==> config.mk <==
export PLATFORM = sky130hd
export DESIGN_NAME = mem_access_unit_flat
export DESIGN_NICKNAME = d
export VERILOG_FILES = /design/src/rtl/mem_access_unit_if.sv /design/src/rtl/mem_access_unit.sv /design/src/flat_wrapper.sv
export SDC_FILE = /design/constraint.sdc
export NUM_CORES = 1
export LEC_CHECK = 0
export BUFFER_PORTS_ARGS = -buffer_cell sky130_fd_sc_hd__buf_2
export CAP_MARGIN = 20
export CORE_AREA = 2 2 161 163
export CTS_CLUSTER_SIZE = 40
export DETAILED_ROUTE_END_ITERATION = 8
export DIE_AREA = 0 0 163 165
export GPL_ROUTABILITY_DRIVEN = 1
export GPL_TIMING_DRIVEN = 0
export PLACE_DENSITY = 0.64
export SYNTH_ARGS = -nofsm -noshare
export SYNTH_HDL_FRONTEND = slang
export SYNTH_SLANG_ARGS = --single-unit
export TNS_END_PERCENT = 10
==> constraint.sdc <==
create_clock -name clock -period 2.9 [get_ports clock]
set_input_delay 0.145 -clock clock [delete_from_list [all_inputs] [get_ports clock]]
set_output_delay 0.145 -clock clock [all_outputs]
set_load 0.03 [all_outputs]
==> src/rtl/mem_access_unit_if.sv <==
// mem_access_unit_if: request, DataMemory and response signals of the load/store front end
`ifndef STORE_BYTE
`define STORE_BYTE 4'd1
`endif
`ifndef STORE_HALFWORD
`define STORE_HALFWORD 4'd2
`endif
`ifndef STORE_WORD
`define STORE_WORD 4'd4
`endif
`ifndef STORE_DOUBLEWORD
`define STORE_DOUBLEWORD 4'd8
`endif
interface mem_access_unit_if;
  logic        req_valid;
  logic        req_ready;
  logic        req_is_load;
  logic        req_is_store;
  logic [2:0]  req_funct3;
  logic [63:0] req_addr;
  logic [63:0] req_wdata;
  logic [4:0]  req_rd;
  logic        MemReadEn;
  logic        MemWriteEn;
  logic [3:0]  storetype;
  logic [63:0] AddressBus;
  logic [63:0] DataMemoryInput;
  logic [63:0] DataMemoryOutput;
  logic        rsp_valid;
  logic        rsp_ready;
  logic        rsp_is_load;
  logic [4:0]  rsp_rd;
  logic [63:0] rsp_data;
  logic        rsp_fault;
  modport master (
    output req_valid, req_is_load, req_is_store, req_funct3, req_addr, req_wdata, req_rd,
    output DataMemoryOutput, rsp_ready,
    input  req_ready, MemReadEn, MemWriteEn, storetype, AddressBus, DataMemoryInput,
    input  rsp_valid, rsp_is_load, rsp_rd, rsp_data, rsp_fault
  );
  modport slave (
    input  req_valid, req_is_load, req_is_store, req_funct3, req_addr, req_wdata, req_rd,
    input  DataMemoryOutput, rsp_ready,
    output req_ready, MemReadEn, MemWriteEn, storetype, AddressBus, DataMemoryInput,
    output rsp_valid, rsp_is_load, rsp_rd, rsp_data, rsp_fault
  );
endinterface

==> src/rtl/mem_access_unit.sv <==
// mem_access_unit: load/store front end to DataMemory; define MISALIGN_TRAP_EN to fault misaligned accesses
module mem_access_unit #(
  parameter int unsigned     DM_BITS = 8,
  parameter longint unsigned DM_SIZE = 64'd1 << DM_BITS
) (
  input logic              clock,
  input logic              rst,
  mem_access_unit_if.slave bus
);
  typedef enum logic [1:0] {IDLE, ISSUE, WAIT, RESP} state_t;
  localparam logic [64:0] LIMIT = {1'b0, 64'(DM_SIZE)};
  state_t      state_q, state_d;
  logic        is_load_q, fault_q, fault_d, misalign, accept;
  logic [2:0]  f3_q;
  logic [4:0]  rd_q;
  logic [63:0] addr_q, wdata_q, data_q, ext;
  logic [64:0] size, end_a;
  // classify the incoming request: opcode legality, range (65-bit, no wrap) and optional alignment
  always_comb begin
    size = 65'd1 << bus.req_funct3[1:0];
    end_a = {1'b0, bus.req_addr} + size;
`ifdef MISALIGN_TRAP_EN
    misalign = |(bus.req_addr[2:0] & (size[2:0] - 3'd1));
`else
    misalign = 1'b0;
`endif
    fault_d = (bus.req_is_load == bus.req_is_store) | (bus.req_is_load & (bus.req_funct3 == 3'd7)) |
              (bus.req_is_store & bus.req_funct3[2]) | ({1'b0, bus.req_addr} >= LIMIT) |
              (end_a > LIMIT) | misalign;
  end
  // extend the registered DataMemory read according to the captured funct3
  always_comb begin
    ext = bus.DataMemoryOutput;
    ext = f3_q == 3'd0 ? {{56{ext[7]}}, ext[7:0]} :
          f3_q == 3'd1 ? {{48{ext[15]}}, ext[15:0]} :
          f3_q == 3'd2 ? {{32{ext[31]}}, ext[31:0]} :
          f3_q == 3'd4 ? {56'd0, ext[7:0]} :
          f3_q == 3'd5 ? {48'd0, ext[15:0]} :
          f3_q == 3'd6 ? {32'd0, ext[31:0]} : ext;
  end
  // next state: faults skip straight to the response, stores skip the read wait
  always_comb begin
    state_d = state_q;
    accept = (state_q == IDLE) & bus.req_valid;
    case (state_q)
      IDLE:    state_d = bus.req_valid ? (fault_d ? RESP : ISSUE) : IDLE;
      ISSUE:   state_d = is_load_q ? WAIT : RESP;
      WAIT:    state_d = RESP;
      default: state_d = bus.rsp_ready ? IDLE : RESP;
    endcase
  end
  // state and request capture; response data cleared on accept and loaded as WAIT exits
  always_ff @(posedge clock) begin
    if (rst) begin
      state_q <= IDLE;
      is_load_q <= 1'b0;
      fault_q <= 1'b0;
      f3_q <= 3'd0;
      rd_q <= 5'd0;
      addr_q <= 64'd0;
      wdata_q <= 64'd0;
      data_q <= 64'd0;
    end else begin
      state_q <= state_d;
      if (accept) begin
        is_load_q <= bus.req_is_load;
        fault_q <= fault_d;
        f3_q <= bus.req_funct3;
        rd_q <= bus.req_rd;
        addr_q <= bus.req_addr;
        wdata_q <= bus.req_wdata;
        data_q <= 64'd0;
      end
      if (state_q == WAIT) data_q <= ext;
    end
  end
  assign bus.req_ready = state_q == IDLE;
  assign bus.MemReadEn = (state_q == ISSUE) & is_load_q;
  assign bus.MemWriteEn = (state_q == ISSUE) & ~is_load_q;
  assign bus.AddressBus = state_q == ISSUE ? addr_q : 64'd0;
  assign bus.DataMemoryInput = state_q == ISSUE ? wdata_q : 64'd0;
  assign bus.storetype = state_q != ISSUE ? 4'd0 :
                         f3_q[1:0] == 2'd0 ? `STORE_BYTE :
                         f3_q[1:0] == 2'd1 ? `STORE_HALFWORD :
                         f3_q[1:0] == 2'd2 ? `STORE_WORD : `STORE_DOUBLEWORD;
  assign bus.rsp_valid = state_q == RESP;
  assign bus.rsp_is_load = is_load_q;
  assign bus.rsp_rd = rd_q;
  assign bus.rsp_data = data_q;
  assign bus.rsp_fault = fault_q;
endmodule

==> src/flat_wrapper.sv <==
// flat-port wrapper written by rule: the top's interface ports become plain ports
module mem_access_unit_flat 
#(
  parameter int unsigned     DM_BITS = 8,
  parameter longint unsigned DM_SIZE = 64'd1 << DM_BITS
)
  (clock, rst, bus_req_valid, bus_req_is_load, bus_req_is_store, bus_req_funct3, bus_req_addr, bus_req_wdata, bus_req_rd, bus_DataMemoryOutput, bus_rsp_ready, bus_req_ready, bus_MemReadEn, bus_MemWriteEn, bus_storetype, bus_AddressBus, bus_DataMemoryInput, bus_rsp_valid, bus_rsp_is_load, bus_rsp_rd, bus_rsp_data, bus_rsp_fault);
  mem_access_unit_if bus_i ();
  input logic clock;
  input logic rst;
  input wire logic [$bits(bus_i.req_valid)-1:0] bus_req_valid;
  input wire logic [$bits(bus_i.req_is_load)-1:0] bus_req_is_load;
  input wire logic [$bits(bus_i.req_is_store)-1:0] bus_req_is_store;
  input wire logic [$bits(bus_i.req_funct3)-1:0] bus_req_funct3;
  input wire logic [$bits(bus_i.req_addr)-1:0] bus_req_addr;
  input wire logic [$bits(bus_i.req_wdata)-1:0] bus_req_wdata;
  input wire logic [$bits(bus_i.req_rd)-1:0] bus_req_rd;
  input wire logic [$bits(bus_i.DataMemoryOutput)-1:0] bus_DataMemoryOutput;
  input wire logic [$bits(bus_i.rsp_ready)-1:0] bus_rsp_ready;
  output wire logic [$bits(bus_i.req_ready)-1:0] bus_req_ready;
  output wire logic [$bits(bus_i.MemReadEn)-1:0] bus_MemReadEn;
  output wire logic [$bits(bus_i.MemWriteEn)-1:0] bus_MemWriteEn;
  output wire logic [$bits(bus_i.storetype)-1:0] bus_storetype;
  output wire logic [$bits(bus_i.AddressBus)-1:0] bus_AddressBus;
  output wire logic [$bits(bus_i.DataMemoryInput)-1:0] bus_DataMemoryInput;
  output wire logic [$bits(bus_i.rsp_valid)-1:0] bus_rsp_valid;
  output wire logic [$bits(bus_i.rsp_is_load)-1:0] bus_rsp_is_load;
  output wire logic [$bits(bus_i.rsp_rd)-1:0] bus_rsp_rd;
  output wire logic [$bits(bus_i.rsp_data)-1:0] bus_rsp_data;
  output wire logic [$bits(bus_i.rsp_fault)-1:0] bus_rsp_fault;
  assign bus_i.req_valid = bus_req_valid;
  assign bus_i.req_is_load = bus_req_is_load;
  assign bus_i.req_is_store = bus_req_is_store;
  assign bus_i.req_funct3 = bus_req_funct3;
  assign bus_i.req_addr = bus_req_addr;
  assign bus_i.req_wdata = bus_req_wdata;
  assign bus_i.req_rd = bus_req_rd;
  assign bus_i.DataMemoryOutput = bus_DataMemoryOutput;
  assign bus_i.rsp_ready = bus_rsp_ready;
  assign bus_req_ready = bus_i.req_ready;
  assign bus_MemReadEn = bus_i.MemReadEn;
  assign bus_MemWriteEn = bus_i.MemWriteEn;
  assign bus_storetype = bus_i.storetype;
  assign bus_AddressBus = bus_i.AddressBus;
  assign bus_DataMemoryInput = bus_i.DataMemoryInput;
  assign bus_rsp_valid = bus_i.rsp_valid;
  assign bus_rsp_is_load = bus_i.rsp_is_load;
  assign bus_rsp_rd = bus_i.rsp_rd;
  assign bus_rsp_data = bus_i.rsp_data;
  assign bus_rsp_fault = bus_i.rsp_fault;
  mem_access_unit #(.DM_BITS(DM_BITS), .DM_SIZE(DM_SIZE)) u_core (.clock(clock), .rst(rst), .bus(bus_i));
endmodule
==> reports/summary.txt <==
Layout Skew = 9.04 ps
Number of global-route vias before repair = 10100
Insertion delay to the later sink of the worst-skew pair = 510 ps
Crit path time final = 2580 ps
Via density = 4.85
Post-synth top flop = dfxtp_1
Hold Path Class = input pin to flip-flop
Cell taking the most area after synthesis = dfxtp_1
Starting density of the core = 35.3%
Max_slew headroom = 41.9%
CTS root buf = clkbuf_16
Final Cycle Share = 88.8%
Worst slew pin tran = 871 ps
# nets final = 1969
Die height = 165 um
Register area = 0.00408 sq mm
Final Non-Filler Cells = 2101
Final Wtd Congestion = 0.826
Placed cells = 1903
Mapped Cells = 1162
Hold path depth = 4
Worst r2r path cells = 8
Worst setup EP type = output pin
Number of synthesized flops with an enable pin = 0
Peak VDD IR = 0.575 mV
Worst Path Required = 2760 ps
PD cells = 810 mW/mm^2
Post-DR wirelength/cell = 16.5 um
CP Launch Type = flip-flop
Post-synth top area share = 46.2%
Final wirelength = 34700 um
Crit path max fanout = 10
Htree depth = 1
Buffers on Ports = 411
Width of the die = 163 um
Fraction of layout cells with a size suffix above 1 = 26.9%
Synth Warn # = 0
Clk slew on worst S/H paths = 60 ps
Setup-failing EPs final = 0
Total gr overflow = 0
Number of DRC markers in iteration 0 = 728
Antenna-violating nets left = 0
Syn avg cell area = 7.61 sq um
Maximum clock rate = 388 MHz
Synthesized area = 0.00884 sq mm
Die area = 0.0269 sq mm
Core Region = 0.0250 sq mm
Synth area leaders = dfxtp_1 (46%), nand2_1 (13%), a21oi_1 (12%)
RSZ-0062 raised after global routing = no
Seq/Total Area, Yosys = 46.2%
Gr usage total = 24.4%
First-pass GRT wire length = 52100 um
Max-cap violations = 0
Drt first pass iters = 5
P&R area growth vs syn = 54.6%
Multi-input logic area = 0.00435 sq mm
IO Pins = 413
Initial antenna violation count = 0
Num CTS Buffers = 24
Lkg Pwr = 6.36 nW
Worst Setup Path Type = flip-flop to output pin
Syn Nets = 1377
Library cells used by synthesis = 38
Antenna Cells = 0
Final TNS setup = 0 ps
Final Hold Vio Count = 0
CTS tree = done
Clk buf depth = 3
Final Max Tran Viols = 0
Cell Rows = 58
Status = finished, final reports clean
Remaining DRCs = 0
Asr flop ratio synth = 0%
Number of synthesized register bits = 204
Largest net degree at the start of global routing = 13
Fillers = 2351
Data arrival, critical path = 2430 ps
Clk sink count = 204
Dpl hpwl = 24900 um
Via Count = 10200
-- report_power, final --
part | total [mW] | switching (mW) | internal (mW) | leakage [nW]
Combinational | 4.34 | 2.96 | 1.37 | 4.29
Sequential | 3.69 | 0.298 | 3.40 | 1.67
Clock | 3.04 | 1.21 | 1.83 | 0.399
Total | 11.1 | 4.47 | 6.60 | 6.36
-- cell usage in the layout (no fill, tap or decap), drive strengths merged, types with 3 or more instances in the layout --
cell,instances
nand2,317
and3,33
nand3,3
nor2b,6
clkinv,6
nor2,45
a21oi,214
ha,8
nand4,3
clkbuf,124
o21ai,42
nor4,14
or4,5
dlygate4sd3,155
and2,131
inv,4
dfxtp,204
a2bb2oi,16
buf,420
-- timing repair --
| action | 4_1_cts | 5_1_grt |
|---|---|---|
| hold buffers | 155 | 0 |
| pin swaps | 0 | 0 |
| hold endpoints to repair | 156 | 0 |
| setup endpoints to repair | 70 | 17 |
| gates resized for setup | 1 | 3 |
| setup buffers | 0 | 0 |
-- registers in the layout, indices dropped and copies added, names as in the netlist --
name	cells
u_core.state_q	2
u_core.bus.rsp_fault	1
u_core.addr_q	64
u_core.bus.rsp_data	64
u_core.wdata_q	64
u_core.f3_q	3
u_core.bus.rsp_is_load	1
u_core.bus.rsp_rd	5
-- worst max-delay path, cell delays in order, from the launching register on --
cell	delay (ps)
dfxtp_1	320
inv_1	80
ha_2	340
clkbuf_2	380
clkbuf_1	360
and2_1	210
buf_2	200
-- path summary, 6_finish.rpt --
path	startpoint	endpoint	slack (ps)
max	u_core.state_q[1]	bus_DataMemoryInput[50]	320
min reg2reg	u_core.addr_q[21]	u_core.addr_q[21]	450
min	bus_DataMemoryOutput[20]	u_core.bus.rsp_data[20]	10
max reg2reg	u_core.state_q[0]	u_core.wdata_q[38]	380
-- logic make-up after synthesis --
group           Yosys count  synth area share [%]
flops                   204                  46.2
mux                       2                 0.226
fa+ha+maj                 9                  1.36
buf+inv                 103                  4.70
simple gates            561                  29.6
compound gates          281                  17.8
xor+xnor                  2                 0.198
-- metrics by stage --
stage / area (sq um) / total power, mW / hold WS [ps] / util [%] / setup WS (ps)
finish: 13700 / 11.1 / 14.5 / 54.6 / 325
global route: 13700 / 11.7 / 22.1 / 54.6 / 137
CTS: 13700 / 11.1 / 2.87 / 54.6 / 60.9
detailed placement: 11300 / 7.91 / 382 / 45.2 / 356
global placement: 11300 / 7.84 / 376 / 45.2 / 431
floorplan: 8840 / 6.50 / 281 / - / 1030
-- cell type report --
| class | count | area share, % |
|---|---|---|
| multi-input combinational | 855 | 31.8 |
| tap | 330 | 3.02 |
| timing repair buffer | 566 | 26.4 |
| buffer | 99 | 2.95 |
| clock inverter | 9 | 0.549 |
| inverter | 4 | 0.110 |
| clock buffer | 34 | 5.33 |
| sequential | 204 | 29.9 |
-- Yosys cell counts, drive strengths merged (2+ instances only) --
master   number
inv           4
a211oi        2
a21oi       214
o21ai        42
nand2       317
and2        131
nand3         3
xor2          2
ha            8
buf           9
clkbuf       90
nor4         14
dfxtp       204
nor2b         6
and3         33
nor2         45
a2bb2oi      16
nand4         3
mux2i         2
or4           5
-- routing by layer --
| metal | vias to the layer above | GRT usage [%] | wire length, um | part of all wire, % |
|---|---|---|---|---|
| met5 | - | 0 | 0 | 0 |
| met4 | 0 | 9.73 | 1240 | 3.6 |
| met3 | 99 | 5.52 | 2490 | 7.2 |
| met2 | 402 | 43.3 | 16900 | 49 |
| met1 | 4661 | 28.4 | 14000 | 40 |
| li1 | 5021 | - | - | - |
(Power assumes the default switching activity.)
